### config.mk
export PLATFORM = sky130hd
export DESIGN_NAME = cphy_lp_escape_rx
export DESIGN_NICKNAME = d
export VERILOG_FILES = /design/src/rtl/cphy_lp_pkg.sv /design/src/rtl/cphy_lp_line_filter.sv /design/src/rtl/cphy_lp_escape_rx.sv
export SDC_FILE = /design/constraint.sdc
export NUM_CORES = 1
export LEC_CHECK = 0
export BUFFER_PORTS_ARGS = -buffer_cell sky130_fd_sc_hd__buf_2
export CORE_MARGIN = 2
export CORE_UTILIZATION = 55
export DETAILED_ROUTE_END_ITERATION = 8
export PLACE_DENSITY_LB_ADDON = 0.2
export RECOVER_POWER = 25
export SLEW_MARGIN = 20
export SYNTH_ARGS = -nofsm -noshare
export SYNTH_HDL_FRONTEND = slang
export SYNTH_SLANG_ARGS = --single-unit
### constraint.sdc
create_clock -name CLK -period 3.5 [get_ports CLK]
set_clock_uncertainty 0.2 [all_clocks]
set_input_delay 0.175 -clock CLK [delete_from_list [all_inputs] [get_ports CLK]]
set_output_delay 0.175 -clock CLK [all_outputs]
set_load 0.05 [all_outputs]
### src/rtl/cphy_lp_pkg.sv
// cphy_lp_pkg: shared LP line states, escape command codes and receiver FSM states
package cphy_lp_pkg;
   localparam logic [2:0] LP_111 = 3'b111;
   localparam logic [2:0] LP_100 = 3'b100;
   localparam logic [2:0] LP_000 = 3'b000;
   localparam logic [2:0] LP_001 = 3'b001;
   localparam logic [7:0] CMD_LPDT = 8'hE1;
   localparam logic [7:0] CMD_ULPS = 8'h1E;
   localparam logic [7:0] CMD_TRIG [4] = '{8'h62, 8'h5D, 8'h21, 8'hA0};
   typedef enum logic [3:0] {
      WAIT_STOP, STOP, RQST, BRIDGE, ESC_RQST, CMD, LPDT, ULPS, WAIT_EXIT
   } lpState_t;
endpackage

### src/rtl/cphy_lp_line_filter.sv
// cphy_lp_line_filter: per-line synchroniser plus run-length glitch filter for the LP bus
module cphy_lp_line_filter #(
   parameter int WIDTH = 3,
   parameter int SYNC_STAGES = 2,
   parameter int FILT_CYC = 3
) (
   input  logic             CLK,
   input  logic             RST,
   input  logic [WIDTH-1:0] raw,
   output logic [WIDTH-1:0] filt
);
   localparam int CW = $clog2(FILT_CYC + 1);
   logic [WIDTH-1:0] syncQ [SYNC_STAGES];
   logic [WIDTH-1:0] sample, cand;
   logic [CW-1:0] runCnt;
   logic [CW:0] runNext;
   logic accept;
   assign sample = syncQ[SYNC_STAGES-1];
   // runCnt is the length of the current run of a value that differs from filt
   assign runNext = (sample == cand) ? {1'b0, runCnt} + (CW+1)'(1) : (CW+1)'(1);
   assign accept = sample != filt && runNext >= (CW+1)'(FILT_CYC);
   always_ff @(posedge CLK) begin
      if (RST) begin
         syncQ <= '{default: '1};
         cand <= '1;
         runCnt <= '0;
         filt <= '1;
      end else begin
         syncQ[0] <= raw;
         for (int i = 1; i < SYNC_STAGES; i++) syncQ[i] <= syncQ[i-1];
         cand <= sample;
         filt <= accept ? sample : filt;
         runCnt <= (sample == filt || accept) ? '0 : runNext[CW-1:0];
      end
   end
endmodule

### src/rtl/cphy_lp_escape_rx.sv
// cphy_lp_escape_rx: C-PHY LP escape receiver (entry, command, LPDT FIFO, errors); CPHY_ESC_TIMEOUT_EN adds an inactivity timeout
module cphy_lp_escape_rx
   import cphy_lp_pkg::*;
#(
   parameter int SYNC_STAGES = 2,
   parameter int FILT_CYC = 3,
   parameter int FIFO_DEPTH = 4,
   parameter int TIMEOUT_CYC = 1024
) (
   input  logic                         CLK,
   input  logic                         RST,
   input  logic                         A,
   input  logic                         B,
   input  logic                         C,
   input  logic                         EscDecoderEn,
   output logic                         RxLpdtEsc,
   output logic                         RxUlpsEsc,
   output logic [3:0]                   RxTriggerEsc,
   output logic [7:0]                   RxDataEsc,
   output logic                         RxValidEsc,
   input  logic                         RxReadyEsc,
   output logic                         ErrEsc,
   output logic                         ErrSyncEsc,
   output logic                         ErrControl,
   output logic                         ErrOverflow,
   output logic                         LpFsmStop,
   output logic [$clog2(FIFO_DEPTH):0]  FifoLevel
);
   localparam int AW = $clog2(FIFO_DEPTH);
   lpState_t st, stNext;
   logic [2:0] lpCur, lpPrev, bitCnt, bitNext;
   logic [7:0] shReg, shNext, cmdNext, pushData, pushDataNext;
   logic [3:0] trigHit, trigNext;
   logic chg, bitOne, bitZero, mark, exitEv, ctlErr, clrErr, timeout;
   logic lpdtNext, ulpsNext, errEscNext, errSyncNext, errCtlNext, pushReq, pushNext;
   logic [7:0] mem [FIFO_DEPTH];
   logic [AW-1:0] wrPtr, rdPtr;
   logic full, pop, wrEn;

   cphy_lp_line_filter #(.WIDTH(3), .SYNC_STAGES(SYNC_STAGES), .FILT_CYC(FILT_CYC)) lineFilter (
      .CLK(CLK), .RST(RST), .raw({A, B, C}), .filt(lpCur)
   );

   assign chg = lpCur != lpPrev;
   assign bitOne = lpPrev == LP_100 && lpCur == LP_000;
   assign bitZero = lpPrev == LP_001 && lpCur == LP_000;
   assign mark = lpPrev == LP_000 && (lpCur == LP_100 || lpCur == LP_001);
   assign exitEv = lpPrev == LP_100 && lpCur == LP_111;
   assign cmdNext = {shReg[6:0], bitOne};
   assign LpFsmStop = st == STOP;
   for (genvar i = 0; i < 4; i++) begin : gTrig
      assign trigHit[i] = cmdNext == CMD_TRIG[i];
   end

`ifdef CPHY_ESC_TIMEOUT_EN
   localparam int TW = $clog2(TIMEOUT_CYC + 1);
   logic [TW-1:0] idleCnt;
   logic exempt;
   assign exempt = st inside {WAIT_STOP, STOP, ULPS};
   always_ff @(posedge CLK) idleCnt <= (RST || chg || exempt) ? '0 : idleCnt + TW'(1);
   assign timeout = !exempt && !chg && idleCnt == TW'(TIMEOUT_CYC - 1);
`else
   // no inactivity limit in this build; TIMEOUT_CYC is kept only so both builds share one interface
   assign timeout = TIMEOUT_CYC < 0;
`endif

   always_comb begin
      stNext = st;
      shNext = shReg;
      bitNext = bitCnt;
      lpdtNext = RxLpdtEsc;
      ulpsNext = RxUlpsEsc;
      trigNext = '0;
      errEscNext = ErrEsc;
      errSyncNext = ErrSyncEsc;
      errCtlNext = ErrControl;
      pushNext = 1'b0;
      pushDataNext = pushData;
      ctlErr = 1'b0;
      clrErr = 1'b0;
      case (st)
         WAIT_STOP: stNext = lpCur == LP_111 ? STOP : WAIT_STOP;
         STOP: if (chg) stNext = lpCur == LP_100 ? RQST : WAIT_STOP;
         RQST: if (chg) begin
            stNext = BRIDGE;
            ctlErr = lpCur != LP_000;
         end
         BRIDGE: if (chg) begin
            stNext = ESC_RQST;
            ctlErr = lpCur != LP_001;
         end
         ESC_RQST: if (chg) begin
            stNext = CMD;
            bitNext = 3'd0;
            ctlErr = lpCur != LP_000;
            clrErr = !ctlErr;
            if (clrErr) begin
               errEscNext = 1'b0;
               errSyncNext = 1'b0;
               errCtlNext = 1'b0;
            end
         end
         CMD, LPDT: if (chg) begin
            ctlErr = !(exitEv || bitOne || bitZero || mark);
            if (bitOne || bitZero) begin
               bitNext = bitCnt + 3'd1;
               if (st == CMD) begin
                  shNext = cmdNext;
                  if (bitCnt == 3'd7) begin
                     trigNext = trigHit;
                     lpdtNext = cmdNext == CMD_LPDT;
                     ulpsNext = cmdNext == CMD_ULPS;
                     errEscNext = ErrEsc | !(lpdtNext | ulpsNext | (|trigHit));
                     stNext = lpdtNext ? LPDT : ulpsNext ? ULPS : WAIT_EXIT;
                  end
               end else begin
                  shNext = {bitOne, shReg[7:1]};
                  pushNext = bitCnt == 3'd7;
                  pushDataNext = shNext;
               end
            end
         end
         default: ;
      endcase
      if (exitEv && st inside {CMD, LPDT, ULPS, WAIT_EXIT}) begin
         stNext = STOP;
         lpdtNext = 1'b0;
         ulpsNext = 1'b0;
         errSyncNext = ErrSyncEsc | (bitCnt != 3'd0);
      end
      if (ctlErr || timeout) begin
         stNext = WAIT_STOP;
         lpdtNext = 1'b0;
         ulpsNext = 1'b0;
         errCtlNext = 1'b1;
      end
      if (!EscDecoderEn) begin
         stNext = WAIT_STOP;
         lpdtNext = 1'b0;
         ulpsNext = 1'b0;
         trigNext = '0;
         pushNext = 1'b0;
         clrErr = 1'b0;
         errEscNext = ErrEsc;
         errSyncNext = ErrSyncEsc;
         errCtlNext = ErrControl;
      end
   end

   always_ff @(posedge CLK) begin
      if (RST) begin
         st <= WAIT_STOP;
         lpPrev <= LP_111;
         shReg <= '0;
         bitCnt <= '0;
         RxLpdtEsc <= 1'b0;
         RxUlpsEsc <= 1'b0;
         RxTriggerEsc <= '0;
         ErrEsc <= 1'b0;
         ErrSyncEsc <= 1'b0;
         ErrControl <= 1'b0;
         pushReq <= 1'b0;
         pushData <= '0;
      end else begin
         st <= stNext;
         lpPrev <= lpCur;
         shReg <= shNext;
         bitCnt <= bitNext;
         RxLpdtEsc <= lpdtNext;
         RxUlpsEsc <= ulpsNext;
         RxTriggerEsc <= trigNext;
         ErrEsc <= errEscNext;
         ErrSyncEsc <= errSyncNext;
         ErrControl <= errCtlNext;
         pushReq <= pushNext;
         pushData <= pushDataNext;
      end
   end

   assign full = FifoLevel == (AW+1)'(FIFO_DEPTH);
   assign RxValidEsc = FifoLevel != '0;
   assign pop = RxValidEsc && RxReadyEsc;
   // a full FIFO still takes a byte when the head is popped in the same cycle
   assign wrEn = pushReq && (!full || pop);
   assign RxDataEsc = RxValidEsc ? mem[rdPtr] : 8'h00;

   always_ff @(posedge CLK) if (wrEn) mem[wrPtr] <= pushData;

   always_ff @(posedge CLK) begin
      if (RST) begin
         wrPtr <= '0;
         rdPtr <= '0;
         FifoLevel <= '0;
         ErrOverflow <= 1'b0;
      end else begin
         wrPtr <= wrPtr + AW'(wrEn);
         rdPtr <= rdPtr + AW'(pop);
         FifoLevel <= FifoLevel + (AW+1)'(wrEn) - (AW+1)'(pop);
         ErrOverflow <= !clrErr && (ErrOverflow || (pushReq && !wrEn));
      end
   end
endmodule

# Yosys cells after proc, flatten, opt, wreduce, memory -nomap -nowiden
# Memories as Yosys holds them, arrays and structs flattened. A register that Yosys moved wholly into a read port is not among the register bits.
# Index checks and enable logic that the tools add are counted.
totals:
  ramBits: 32
  regBits: 58
  input_bits: 7
  memories: 1
  elab_cells: 181
memory_table:
  columns: ["memory", "words", "width", "rd", "rd_clocked_by_memory_dff", "wr", "line_no", "rtl"]
  rows:
  - ["mem", 4, 8, 1, 1, 1, "cphy_lp_escape_rx.sv:36", "logic [7:0] mem [FIFO_DEPTH];"]
op_classes:
  bitwise_logic: 10
  addsub: 6
  n_eq_ne: 45
  muxes: 41
  magnitude_cmp: 1
  n_reduce_logical: 55
ops:
  columns: ["op", "n"]
  rows:
  - ["$mux 4", 10]
  - ["$pmux 4 s6", 1]
  - ["$ne 3x3->1 const B", 7]
  - ["$mux 1", 19]
  - ["$ne 2x2->1 const B", 9]
  - ["$reduce_and 9->1", 2]
  - ["$eq 4x3->1 const B", 4]
  - ["$eq 8x7->1 const B", 2]
  - ["$eq 8x8->1 const B", 2]
  - ["$mux 8", 2]
  - ["$reduce_and 4->1", 4]
  - ["$eq 3x3->1 const B", 5]
  - ["$mux 3", 4]
  - ["$logic_and 1x1->1", 10]
  - ["$reduce_bool 2->1", 5]
  - ["$reduce_bool 3->1", 3]
  - ["$eq 4x2->1 const B", 2]
  - ["$eq 8x5->1 const B", 1]
  - ["$eq 8x6->1 const B", 1]
  - ["$logic_or 1x1->1", 8]
  - ["$reduce_and 8->1", 1]
  - ["$reduce_or 4->1", 2]
  - ["$reduce_bool 7->1", 1]
  - ["$reduce_or 7->1", 1]
  - ["29 further kinds", 52]

# Depth between registers and ports, before layout
# Gate-level depths: netlist (run 1).
depth:
  word_depth: 12
  mapped_depth: 9
  mapped_depth_nobuf: 9

# Cells and area by module
# Synthesis (run 1) repeated with hierarchy kept, for this count alone.
hier_totals:
  hier_cells: 367
  area_unflattened_um2: 4112.7
by_module_without_submodules:
  columns: ["mod", "area_per_inst_um2", "cells_each", "instances"]
  rows:
  - ["cphy_lp_escape_rx", 3599.7, 319, 1]
  - ["cphy_lp_line_filter", 513.0, 48, 1]

# Worst setup path after synthesis (run 1)
# OpenSTA, ideal clock, no wires.
synth_timing:
  path_kind: "reg2reg"
  startpoint: "register FifoLevel[1]"
  endpoint: "register FifoLevel[2]"
  period_less_slack_ns: 2.862
  path_stages_with_launch: 10
  setup_slack_ns: 0.638
  required_time_ns: 3.172
  arrival_ns: 2.535
  cell_sequence: "dfxtp_1 nor3_1 nor2b_1 ha_1 inv_1 ha_1 fa_1 xnor2_1 xnor2_1 nor2_1"
synth_via:
  elab_chain_cells: 6
  word_cells_on_any_way: 8
  cone_classes: "2 x add/sub; 1 x eq/ne; 5 x reduce/logical"
synth_rtl:
  columns: ["element", "line_no", "rtl"]
  rows:
  - ["start, declared", "cphy_lp_escape_rx.sv:27", "output logic [$clog2(FIFO_DEPTH):0] FifoLevel"]
  - ["start signal, assigned", "cphy_lp_escape_rx.sv:198", "FifoLevel <= FifoLevel + (AW+1)'(wrEn) - (AW+1)'(pop);"]
  - ["$eq 3x3->1 or $reduce_bool 3->1 (tied branches)", "cphy_lp_escape_rx.sv:180, cphy_lp_escape_rx.sv:181", null]
  - ["$logic_not 1->1 or $logic_and 1x1->1 (tied branches)", "cphy_lp_escape_rx.sv:184, cphy_lp_escape_rx.sv:182", null]
  - ["$logic_or 1x1->1", "cphy_lp_escape_rx.sv:184", "assign wrEn = pushReq && (!full || pop);"]
  - ["$logic_and 1x1->1", "cphy_lp_escape_rx.sv:184", null]
  - ["$add 3x1->3", "cphy_lp_escape_rx.sv:198", null]
  - ["$sub 3x1->3 *", "cphy_lp_escape_rx.sv:198", null]
# Mark *: on every way between the ends. The rest lies on a longest branch, timed or not.
# A chain may end at the register's enable or synchronous reset.

# Final worst setup path (run 1)
layout_timing:
  startpoint: "register lineFilter.filt[2]"
  endpoint: "register st[1]"
layout_via:
  elab_chain_cells: 10
  word_cells_on_any_way: 41
  cone_classes: "13 x eq/ne; 13 x mux; 15 x reduce/logical"
layout_rtl:
  columns: ["element", "line_no", "rtl"]
  rows:
  - ["start, declared", "cphy_lp_line_filter.sv:10", "output logic [WIDTH-1:0] filt"]
  - ["start signal, assigned", "cphy_lp_line_filter.sv:32", "filt <= accept ? sample : filt;"]
  - ["$logic_not 3->1", "cphy_lp_escape_rx.sv:45, cphy_lp_escape_rx.sv:46", null]
  - ["$logic_and 1x1->1", "cphy_lp_escape_rx.sv:45", "assign bitOne = lpPrev == LP_100 && lpCur == LP_000;"]
  - ["$eq 8x5->1", "cphy_lp_escape_rx.sv:112", "ulpsNext = cmdNext == CMD_ULPS;"]
  - ["$mux 4 (2 in a row)", "cphy_lp_escape_rx.sv:114", "stNext = lpdtNext ? LPDT : ulpsNext ? ULPS : WAIT_EXIT;"]
  - ["$mux 4", "cphy_lp_escape_rx.sv:109", "if (bitCnt == 3'd7) begin"]
  - ["$mux 4", "cphy_lp_escape_rx.sv:107", "if (st == CMD) begin"]
  - ["$mux 4", "cphy_lp_escape_rx.sv:105", "if (bitOne || bitZero) begin"]
  - ["$mux 4", "cphy_lp_escape_rx.sv:103", "CMD, LPDT: if (chg) begin"]
  - ["$pmux 4 s6", "cphy_lp_escape_rx.sv:81", "case (st)"]
  - ["end signal, assigned", "cphy_lp_escape_rx.sv:165", "st <= stNext;"]
  - ["end, declared", "cphy_lp_escape_rx.sv:30", "lpState_t st, stNext;"]
# Parallel ways exist; a longest one is shown, timed or not. The select of a mux whose other input is x is not followed.

==> results of run 1 <==
## synthesized netlist by cell type (all sizes together), types with 3 or more instances
cell / n
dfxtp: 58
nor3: 10
or2: 15
a211o: 4
clkbuf: 13
nand2b: 4
a211oi: 11
ha: 8
nand3: 6
edfxtp: 32
nor2: 48
mux2i: 17
nor4: 6
xnor2: 8
buf: 9
nor4b: 5
a21oi: 13
a31oi: 3
mux4: 8
nand2: 12
nor2b: 20
and3: 4
o21a: 3
xor2: 8
inv: 17
o21ai: 7
## sequential cells by signal (all words and copies together), names as in the netlist
| signal | cells |
|---|---|
| ErrControl | 1 |
| ErrEsc | 1 |
| ErrOverflow | 1 |
| ErrSyncEsc | 1 |
| FifoLevel | 3 |
| RxLpdtEsc | 1 |
| RxTriggerEsc | 4 |
| RxUlpsEsc | 1 |
| bitCnt | 3 |
| lineFilter.cand | 3 |
| lineFilter.filt | 3 |
| lineFilter.runCnt | 2 |
| lineFilter.sample | 3 |
| lineFilter.syncQ | 3 |
| lpPrev | 3 |
| mem | 32 |
| pushData | 8 |
| pushReq | 1 |
| rdPtr | 2 |
| shReg | 8 |
| st | 4 |
| wrPtr | 2 |
## layer usage
metal / vias up / global-route usage / part of all wire
met1: 1346 / 0.248 / 0.44
met5: - / 0 / 0
met2: 53 / 0.331 / 0.51
met3: 10 / 0.0426 / 0.031
li1: 1440 / - / -
met4: 0 / 0.0731 / 0.015
## tightest hold or removal path, cell delays in order
cell and delay, ns:
buf_2 0.14, o21ai_0 0.11, o32a_1 0.15, nor2_1 0.04
## where the power goes
part	switching (mW)	total [mW]	internal [mW]
Clock	0.364	0.623	0.259
Combinational	0.541	0.864	0.322
Sequential	0.110	1.24	1.13
Total	1.01	2.72	1.71
## cell families (layout without fill, tap and decap cells)
family,after synthesis,after routing,synth area share
buf+inv,39,72,0.0391
xor+xnor,16,16,0.0340
simple gates,146,146,0.193
flops,90,90,0.514
mux,25,25,0.0849
fa+ha+maj,10,10,0.0318
compound gates,59,59,0.103
## how the worst max path moves through the flow
stage	from	to	slack, ns	cells past startpoint
after floorplan	FifoLevel[1]	FifoLevel[2]	0.64	9
after global placement	lineFilter.filt[2]	st[1]	1.10	5
after detailed placement	lineFilter.filt[2]	st[1]	1.08	5
after CTS	RxReadyEsc	FifoLevel[2]	1.06	11
after global routing	FifoLevel[1]	FifoLevel[2]	0.90	10
final	lineFilter.filt[2]	st[1]	1.06	5
## layout make-up
type                       instances  area (µm²)
multi-input combinational        256        1850
timing repair buffer              39         230
inverter                          17        63.8
tap                               99         124
sequential                        90        2120
fill                             613        2690
clock buffer                      10         128
clock inverter                     6        42.5
## repair_timing
action,CTS,global route
hold buffers,4,0
setup endpoints to repair,0,0
hold endpoints to repair,4,0
==> metrics.md, run 1 <==
| Metric | Value |
|---|---|
| Status | `finished clean` |
| Layout Cells excl Fill | `517` |
| Layout cells sized above 1 | `0.189` |
| Fmax | `a little over 0.4 GHz` |
| Num CTS Buffers | `9` |
| Postcts setup bufs | `0` |
| Fin crit period | `around 2.4 ns` |
| Final setup margin | `around 1.1 ns` |
| Max-slew headroom | `0.483` |
| Antenna viol nets, final | `0` |
| CTS Sinks | `90` |
| Place WS | `1.08 ns` |
| Vias in the first global route | `approximately 2700` |
| Post-Route WL | `7680 µm` |
| R2r endpoint | `st[1]` |
| Syn-to-layout area delta | `10.5%` |
| Vias per cell | `approximately 5.5` |
| Crit path max-delay family | `compound AO/OA/AOI/OAI gates` |
| Setup Crit Path Kind | `reg2reg` |
| Core Area | `approximately 0.0073 mm²` |
| Total iterations of the first detailed-routing run | `4` |
| Worst Hold End | `ErrSyncEsc` |
| Fin. Hold Viols | `0` |
| GPL Wtd Cong | `0.858` |
| R2R Setup Slk | `1.06 ns` |
| Post-synth top flop | `dfxtp_1` |
| DP Cell Count | `497` |
| Initial drt markers | `141` |
| Post-synth top area share | `0.281` |
| Synthesized Nets | `401` |
| Post-Place Cell Area | `0.00435 mm²` |
| Post-synth EDFFs | `32` |
| Initial antenna violation count | `0` |
| Critical Path AT | `2.53 ns` |
| Post-DP HPWL | `5320 µm` |
| Most frequent cells in the layout | `dfxtp_1 (58), nor2_1 (48), edfxtp_1 (32), buf_2 (29), nor2b_1 (20)` |
| Startpoint types | `flip-flop` |
| Starting density of the core | `0.569` |
| Total leakage power | `1.73 nW` |
| Peak supply drop | `around 350 µV` |
| Die width | `about 91 µm` |
| Clk buf depth | `2` |
| Height of the die | `90.6 µm` |
| Hold depth | `4` |
| Setup TNS | `0 ns` |
| Crit end category | `flip-flop` |
| Worst-path cell chain | `or3_1, or2_0, o31a_1, a2111o_1, a21oi_2` |
| Nets | `429` |
| Final hold slack | `0.103 ns` |
| Part of the Yosys area used for sequential elements | `0.514` |
| Clock Root Buffer | `clkbuf_8` |
| Top cells by area, synth | `dfxtp_1 (28%), edfxtp_1 (23%), mux4_2 (4.4%)` |
| CP max-delay cell | `or3_1` |
| Final worst-path cycle share | `0.698` |
| Commonest non-fill, non-tap cell in the layout | `dfxtp_1` |
| Max Cap Viol | `0` |
| Design area | `between 0.004 and 0.005 mm²` |
| H-tree levels | `3` |
| Post-CTS sizing | `0` |
| Largest net degree at the start of global routing | `48` |
| Synth Warn # | `0` |
| Post-synthesis register bit count | `90` |
| Hold wc startpoint | `EscDecoderEn` |
| Max Transition Viols Final | `0` |
| PD cells | `597 mW/mm²` |
| Cell Area, Synth | `0.00413 mm²` |
| R2R cell count | `5` |
| Rows | `31` |
| Worst path required time | `3.59 ns` |
| First-pass GRT wire length | `12900 µm` |
| RR Startpoint | `lineFilter.filt[2]` |
| Inserted Diodes | `0` |
| CTS tree | `done` |
| Post-layout util | `0.629` |
| Final setup viols | `0` |
| Worst slew pin tran | `approximately 0.77 ns` |
| Clk slew on worst S/H paths | `roughly 0.080 ns` |
| Overflow after GRT | `0` |
| I/O Pins | `30` |
| Die Area | `slightly above 0.008 mm²` |
| I/O Buffers | `29` |
| Syn_area_per_cell | `about 11 µm²` |
| Pwr Total | `2.72 mW` |
| DR vias | `2849` |
| RSZ-0062 raised after global routing | `false` |
| WP buf/inv | `0` |
| Min-Delay Path Class | `in2reg` |
| Worst-Skew Late Latency | `0.36 ns` |
| Crit path largest cell delay | `0.49 ns` |
| Synthesized instance count | `385` |
| Synth cell types | `64` |
| Ys async rst share | `0` |
| Crit path max fanout | `12` |
| Synth area leader | `dfxtp_1` |
| Global-route usage over all layers | `0.197` |
| Drt drc | `0` |
| Routed length per instance | `about 15 µm` |
(Power assumes the default switching activity.)
==> run 2: changes to the inputs <==
- ABC_AREA: default -> 1
- clock period: 3.5 -> 2.6 ns (I/O delays scaled with it)
==> run 2 against run 1 <==
Sequential power is 27% higher; final area is 0.91% higher; register-to-register slack lost 0.59 ns; wire length up 2.9%; critical path type is now reg2out; largest cell class unchanged.
==> metrics.md, run 2 <==
| Metric | Value |
|---|---|
| Synth Warn # | `0 (unchanged)` |
| Num CTS Buffers | `9 (unchanged)` |
| Layout cells sized above 1 | `0.166 (was 0.189)` |
| Cell Area, Synth | `0.00409 mm² (was 0.00413 mm²)` |
| Pwr Total | `3.66 mW (was 2.72 mW)` |
| Overflow after GRT | `0 (unchanged)` |
| Seq pwr share | `0.433 (was 0.454)` |
| Vias per cell | `5.01 (was 5.51)` |
| Crit path max fanout | `18 (was 12)` |
| Nets | `546 (was 429)` |
| Initial antenna violation count | `0 (unchanged)` |
| Post-synth EDFFs | `32 (unchanged)` |
| Antenna viol nets, final | `0 (unchanged)` |
| Post-DP HPWL | `5470 µm (was 5320 µm)` |
| Starting density of the core | `0.567 (was 0.569)` |
| Max Cap Viol | `0 (unchanged)` |
| Synthesized instance count | `490 (was 385)` |
| Initial drt markers | `183 (was 141)` |
| R2R Setup Slk | `0.47 ns (was 1.06 ns)` |
| Biggest regs | `mem (32), pushData (8), shReg (8) (unchanged)` |
| Count leader, synth | `nor2_1 (was dfxtp_1)` |
| Clk slew on worst S/H paths | `0.10 ns (was 0.08 ns)` |
| Synth cell types | `34 (was 64)` |
| Critical Path AT | `1.98 ns (was 2.53 ns)` |
| Setup TNS | `0 ns (unchanged)` |
| DR vias | `3177 (was 2849)` |
| PD cells | `795 mW/mm² (was 597 mW/mm²)` |
| RR Startpoint | `FifoLevel[1] (was lineFilter.filt[2])` |
| Total leakage power | `2.02 nW (was 1.73 nW)` |
| Post-synth top flop | `dfxtp_1 (unchanged)` |
| Startpoint types | `flip-flop (unchanged)` |
| Fin crit period | `2.31 ns` |
| Psw | `1.49 mW (was 1.01 mW)` |
| Final worst-path cycle share | `0.890` |
| RSZ-0062 raised after global routing | `false (unchanged)` |
| I/O Pins | `30 (unchanged)` |
| Final setup viols | `0 (unchanged)` |
| Drt drc | `0 (unchanged)` |
| Worst slew pin tran | `0.772 ns (about the same)` |
| Part of the Yosys area used for sequential elements | `0.519 (was 0.514)` |
| Most frequent cells in the layout | `nor2_1 (78), nand2_1 (74), dfxtp_1 (55), inv_1 (50), o21ai_0 (46) (was dfxtp_1 (58), nor2_1 (48), edfxtp_1 (32), buf_2 (29), nor2b_1 (20))` |
| Post-synthesis register bit count | `90 (unchanged)` |
| Clock power share | `0.256 (was 0.229)` |
| Commonest non-fill, non-tap cell in the layout | `nor2_1 (was dfxtp_1)` |
| Syn-to-layout area delta | `12.5% (was 10.5%)` |
| Inserted Diodes | `0 (unchanged)` |
| Post-synth top cells | `nor2_1 (78), nand2_1 (75), dfxtp_1 (58) (was dfxtp_1 (58), nor2_1 (48), edfxtp_1 (32))` |
| Max reg flops | `32 (unchanged)` |
| Total iterations of the first detailed-routing run | `4 (unchanged)` |
| Sw frac | `0.407 (was 0.373)` |
| Fin. Hold Viols | `0 (unchanged)` |
| I/O Buffers | `29 (unchanged)` |
| Crit end category | `primary output (was flip-flop)` |
| Worst Hold End | `lineFilter.sample[1] (was ErrSyncEsc)` |
| Worst-Skew Late Latency | `0.36 ns (about the same)` |
| Clock Root Buffer | `clkbuf_8 (unchanged)` |
| Ys async rst share | `0 (unchanged)` |
| Post-Route WL | `7910 µm (was 7680 µm)` |
| R2R cell count | `10 (was 5)` |
| Hold depth | `1 (was 4)` |
| R2r endpoint | `FifoLevel[2] (was st[1])` |
| CP Launch Point | `rdPtr[0] (was lineFilter.filt[2])` |
| Core Area | `0.00721 mm² (was 0.00725 mm²)` |
| Status | `finished clean (unchanged)` |
| Routed length per instance | `12.5 µm (was 14.9 µm)` |
| Synthesized Nets | `506 (was 401)` |
| First-pass GRT wire length | `13400 µm (was 12900 µm)` |
| Logic gate share of total power | `0.311 (was 0.317)` |
| Synth area leader | `dfxtp_1 (unchanged)` |
| GPL Wtd Cong | `0.904 (was 0.858)` |
| Post-synth top area share | `0.284 (was 0.281)` |
| Min-Delay Path Class | `reg2reg (was in2reg)` |
| Max Transition Viols Final | `0 (unchanged)` |
| Rows | `31 (unchanged)` |
| P_int | `2.17 mW (was 1.71 mW)` |
| Largest net degree at the start of global routing | `20 (was 48)` |
| Syn_area_per_cell | `8.34 µm² (was 10.7 µm²)` |
| Reg with most FFs | `mem (unchanged)` |
| CTS Sinks | `90 (unchanged)` |
| Clk buf depth | `2 (unchanged)` |
| Hold wc startpoint | `lineFilter.syncQ[4] (was EscDecoderEn)` |
| Die Area | `0.00814 mm² (was 0.00821 mm²)` |
| CTS tree | `done (unchanged)` |
| Worst path required time | `2.27 ns (was 3.59 ns)` |
| Die width | `90.2 µm (was 90.6 µm)` |
| Peak supply drop | `314 µV (was 347 µV)` |
| Max-slew headroom | `0.485 (was 0.483)` |
| Vias in the first global route | `2951 (was 2683)` |
| Top cells by area, synth | `dfxtp_1 (28%), edfxtp_1 (24%), nor2_1 (7.2%) (was dfxtp_1 (28%), edfxtp_1 (23%), mux4_2 (4.4%))` |
| Fmax | `~0.43 GHz` |
| H-tree levels | `3 (unchanged)` |
| Global-route usage over all layers | `0.205 (was 0.197)` |
| Height of the die | `90.2 µm (was 90.6 µm)` |
| Post-CTS sizing | `0 (unchanged)` |
| Setup Crit Path Kind | `reg2out (was reg2reg)` |
run 2: cell types whose count changed after synthesis, sizes merged, moves of 11 or more:
cell / change
nand2: +73
inv: +41
o21ai: +40
nor2: +37
a21oi: +25
nor2b: -20
nand3: +19
mux2i: -17
a211oi: -11
run 2: cell families (layout without fill, tap and decap cells):
logic type	after synthesis	after routing	share of synthesized area
AO/OA/AOI/OAI	92	92	0.116
XOR/XNOR	8	8	0.0171
adder cells (fa/ha/maj)	9	9	0.0294
buffers and inverters	71	116	0.0704
flip-flops	90	90	0.519
AND/OR/NAND/NOR	220	220	0.248
run 2: worst max path at each step:
stage	end	cells past startpoint	slack (ns)
finish	RxDataEsc[5]	4	0.29
global route	RxDataEsc[5]	4	0.11
CTS	RxDataEsc[5]	4	0.30
detailed placement	FifoLevel[2]	10	0.48
global placement	FifoLevel[2]	10	0.54
floorplan	FifoLevel[1]	10	0.08
run 2: area by class of cell:
type / instances / area (µm²)
clock buffer: 9 / 124
clock inverter: 7 / 76.3
fill: 619 / 2610
inverter: 59 / 221
multi-input combinational: 329 / 1680
sequential: 90 / 2130
tap: 99 / 124
timing repair buffer: 41 / 249
run 2: per-layer routing:
| layer | wire length, µm | vias to the layer above | track usage |
|---|---|---|---|
| met1 | 3830 | 1419 | 0.275 |
| met4 | 105 | 0 | 0.0859 |
| li1 | - | 1685 | - |
| met3 | 345 | 10 | 0.0369 |
| met2 | 3620 | 63 | 0.329 |
| met5 | 0 | - | 0 |
run 2: worst max-delay path: stages (launching register included):
cell and delay [ns]:
dfxtp_1 0.76, inv_2 0.26, o21ai_0 0.29, a21oi_1 0.10, buf_2 0.21
run 2: power groups by stage:
stage	logic, mW	registers, mW	clock network, mW
final	1.14	1.58	0.936
after global routing	1.21	1.60	1.02
after CTS	1.14	1.58	0.953
after detailed placement	1.13	1.62	0
after global placement	1.12	1.61	0
after floorplan	0.876	1.62	0
run 2: timing repair:
item | in CTS | in global routing
hold endpoints to repair | 14 | 0
buffers inserted | 0 | 0
hold buffers | 6 | 0
run 2: metrics by stage:
step	hold WS (ns)	utilization	setup slack (ns)	cells	area [µm²]
after floorplan	0.0338	-	0.0805	490	4090
after global placement	0.113	0.602	0.538	612	4340
after detailed placement	0.115	0.602	0.476	612	4340
after CTS	0.221	0.638	0.297	634	4600
after global routing	0.233	0.638	0.109	634	4600
final	0.219	0.638	0.287	634	4600
==> run 3: changes to the inputs <==
- CORE_MARGIN: 2 -> 1
==> run 3 against run 2 <==
Critical path depth did not move; register-to-register slack hardly changed; critical endpoint is now RxDataEsc[1]; clock power increased by 9%; sequential share of layout area decreased by 0.21 points; final cell count did not move; via count rose by 1.8%; sequential cell count is the same; combinational power about the same.
==> metrics.md, run 3 (synthesis results as in run 2) <==
| Metric | Value |
|---|---|
| Vias per cell | `5.10 (was 5.01)` |
| Startpoint types | `flip-flop (unchanged)` |
| GPL Wtd Cong | `0.865 (was 0.904)` |
| Hold depth | `1 (unchanged)` |
| Rows | `31 (unchanged)` |
| Height of the die | `88.2 µm (was 90.2 µm)` |
| Worst-Skew Late Latency | `0.37 ns (was 0.36 ns)` |
| Final worst-path cycle share | `0.884 (was 0.890)` |
| H-tree levels | `3 (unchanged)` |
| Die Area | `0.00778 mm² (was 0.00814 mm²)` |
| Max-slew headroom | `0.476 (was 0.485)` |
| Starting density of the core | `0.567 (unchanged)` |
| Reg with most FFs | `mem (unchanged)` |
| Max Transition Viols Final | `0 (unchanged)` |
| Die width | `88.2 µm (was 90.2 µm)` |
| Initial antenna violation count | `0 (unchanged)` |
| Design area | `0.00462 mm² (was 0.00460 mm²)` |
| Core Area | `0.00721 mm² (unchanged)` |
| RSZ-0062 raised after global routing | `false (unchanged)` |
| Initial drt markers | `155 (was 183)` |
| Syn-to-layout area delta | `13.1% (was 12.5%)` |
| DP Cell Count | `612 (unchanged)` |
| DR vias | `3235 (was 3177)` |
| Critical Path AT | `1.97 ns (was 1.98 ns)` |
| Num CTS Buffers | `9 (unchanged)` |
| Biggest regs | `mem (32), pushData (8), shReg (8) (unchanged)` |
| Drt drc | `0 (unchanged)` |
| CTS tree | `done (unchanged)` |
| Overflow after GRT | `0 (unchanged)` |
| Max reg flops | `32 (unchanged)` |
| Post-CTS sizing | `0 (unchanged)` |
| Largest net degree at the start of global routing | `30 (was 20)` |
| Postcts setup bufs | `0 (unchanged)` |
| Antenna viol nets, final | `0 (unchanged)` |
| Worst slew pin tran | `0.786 ns (was 0.772 ns)` |
| Post-layout util | `0.641 (was 0.638)` |
| Fin. Hold Viols | `0 (unchanged)` |
| First-pass GRT wire length | `13100 µm (was 13400 µm)` |
| Inserted Diodes | `0 (unchanged)` |
| Post-DP HPWL | `5510 µm (was 5470 µm)` |
| Post-Place Cell Area | `0.00434 mm² (unchanged)` |
| Worst Hold End | `lineFilter.sample[0] (was lineFilter.sample[1])` |
| Nets | `546 (unchanged)` |
| Clk buf depth | `2 (unchanged)` |
| Fmax | `0.435 GHz (was 0.432 GHz)` |
| CTS Sinks | `90 (unchanged)` |
| Commonest non-fill, non-tap cell in the layout | `nor2_1 (unchanged)` |
| Setup Crit Path Kind | `reg2out (unchanged)` |
| Global-route usage over all layers | `0.220 (was 0.205)` |
| RR Startpoint | `FifoLevel[1] (unchanged)` |
| R2R cell count | `10 (unchanged)` |
| R2R Setup Slk | `0.48 ns (was 0.47 ns)` |
| Final setup viols | `0 (unchanged)` |
| I/O Pins | `30 (unchanged)` |
| Min-Delay Path Class | `reg2reg (unchanged)` |
| Total leakage power | `2.03 nW (was 2.02 nW)` |
| Layout cells sized above 1 | `0.166 (unchanged)` |
| Most frequent cells in the layout | `nor2_1 (78), nand2_1 (74), dfxtp_1 (55), inv_1 (50), o21ai_0 (46) (unchanged)` |
| R2r endpoint | `FifoLevel[2] (unchanged)` |
| Worst path required time | `2.27 ns (about the same)` |
| Status | `finished clean (unchanged)` |
| Total iterations of the first detailed-routing run | `5 (was 4)` |
| Fillers | `634 (was 619)` |
| Clock Root Buffer | `clkbuf_8 (unchanged)` |
| Post-Route WL | `7970 µm (was 7910 µm)` |
| Vias in the first global route | `2869 (was 2951)` |
| Fin crit period | `2.30 ns (was 2.31 ns)` |
| Peak supply drop | `317 µV (was 314 µV)` |
| Clk slew on worst S/H paths | `0.09 ns (was 0.10 ns)` |
| Crit path max fanout | `18 (unchanged)` |
| PD cells | `810 mW/mm² (was 795 mW/mm²)` |
| Crit end category | `primary output (unchanged)` |
| I/O Buffers | `29 (unchanged)` |
| Routed length per instance | `12.6 µm (was 12.5 µm)` |
| CTS Hold Bufs | `6 (unchanged)` |
| Setup TNS | `0 ns (unchanged)` |
| Layout Cells excl Fill | `634 (unchanged)` |
| Max Cap Viol | `0 (unchanged)` |
| Hold wc startpoint | `lineFilter.syncQ[3] (was lineFilter.syncQ[4])` |
==> run 3: cell types whose count changed in the layout (fill, tap and decap cells not counted) <==
| cell | change |
|---|---|
| bufinv_16 | +1 |
| clkinv_4 | -1 |
==> run 3: area by class of cell <==
| cell class | instances | area (µm²) | area share |
|---|---|---|---|
| Clock buffer | 9 | 124 | 0.0268 |
| Clock inverter | 7 | 97.6 | 0.0211 |
| Inverter | 59 | 221 | 0.0479 |
| Multi-Input combinational cell | 329 | 1680 | 0.364 |
| Sequential cell | 90 | 2130 | 0.460 |
| Tap cell | 99 | 124 | 0.0268 |
| Timing Repair Buffer | 41 | 249 | 0.0539 |
==> run 3: metrics by stage <==
step / power (mW) / hold WS (ns) / setup slack, ns
final: 3.74 / 0.219 / 0.302
after global routing: 3.92 / 0.243 / 0.154
after CTS: 3.76 / 0.222 / 0.317
after detailed placement: 2.74 / 0.115 / 0.482
after global placement: 2.73 / 0.113 / 0.537
after floorplan: 2.50 / 0.0338 / 0.0805
==> run 3: metal layers <==
layer / track usage / vias up / routed length [µm]
met1: 0.279 / 1485 / 3890
met3: 0.0382 / 9 / 208
met5: 0 / - / 0
met2: 0.376 / 60 / 3800
met4: 0.0850 / 0 / 70
li1: - / 1681 / -
==> run 3: how the worst max path moves through the flow <==
stage	from	end	slack, ns	depth (start not counted)
floorplan	FifoLevel[1]	FifoLevel[1]	0.08	10
global placement	FifoLevel[1]	FifoLevel[2]	0.54	10
detailed placement	FifoLevel[1]	FifoLevel[1]	0.48	9
CTS	rdPtr[0]	RxDataEsc[1]	0.32	4
global route	rdPtr[0]	RxDataEsc[1]	0.15	4
finish	rdPtr[0]	RxDataEsc[1]	0.30	4
==> run 3: critical path, stage by stage (launching register included) <==
cell and delay (ns):
dfxtp_1 0.77, inv_2 0.26, o21ai_0 0.23, a21oi_1 0.11
buf_2 0.22
==> run 3: power breakdown <==
group / internal [mW] / switching [mW]
sequential: 1.50 / 0.0886
clock: 0.475 / 0.549
combinational: 0.291 / 0.842
total: 2.26 / 1.48
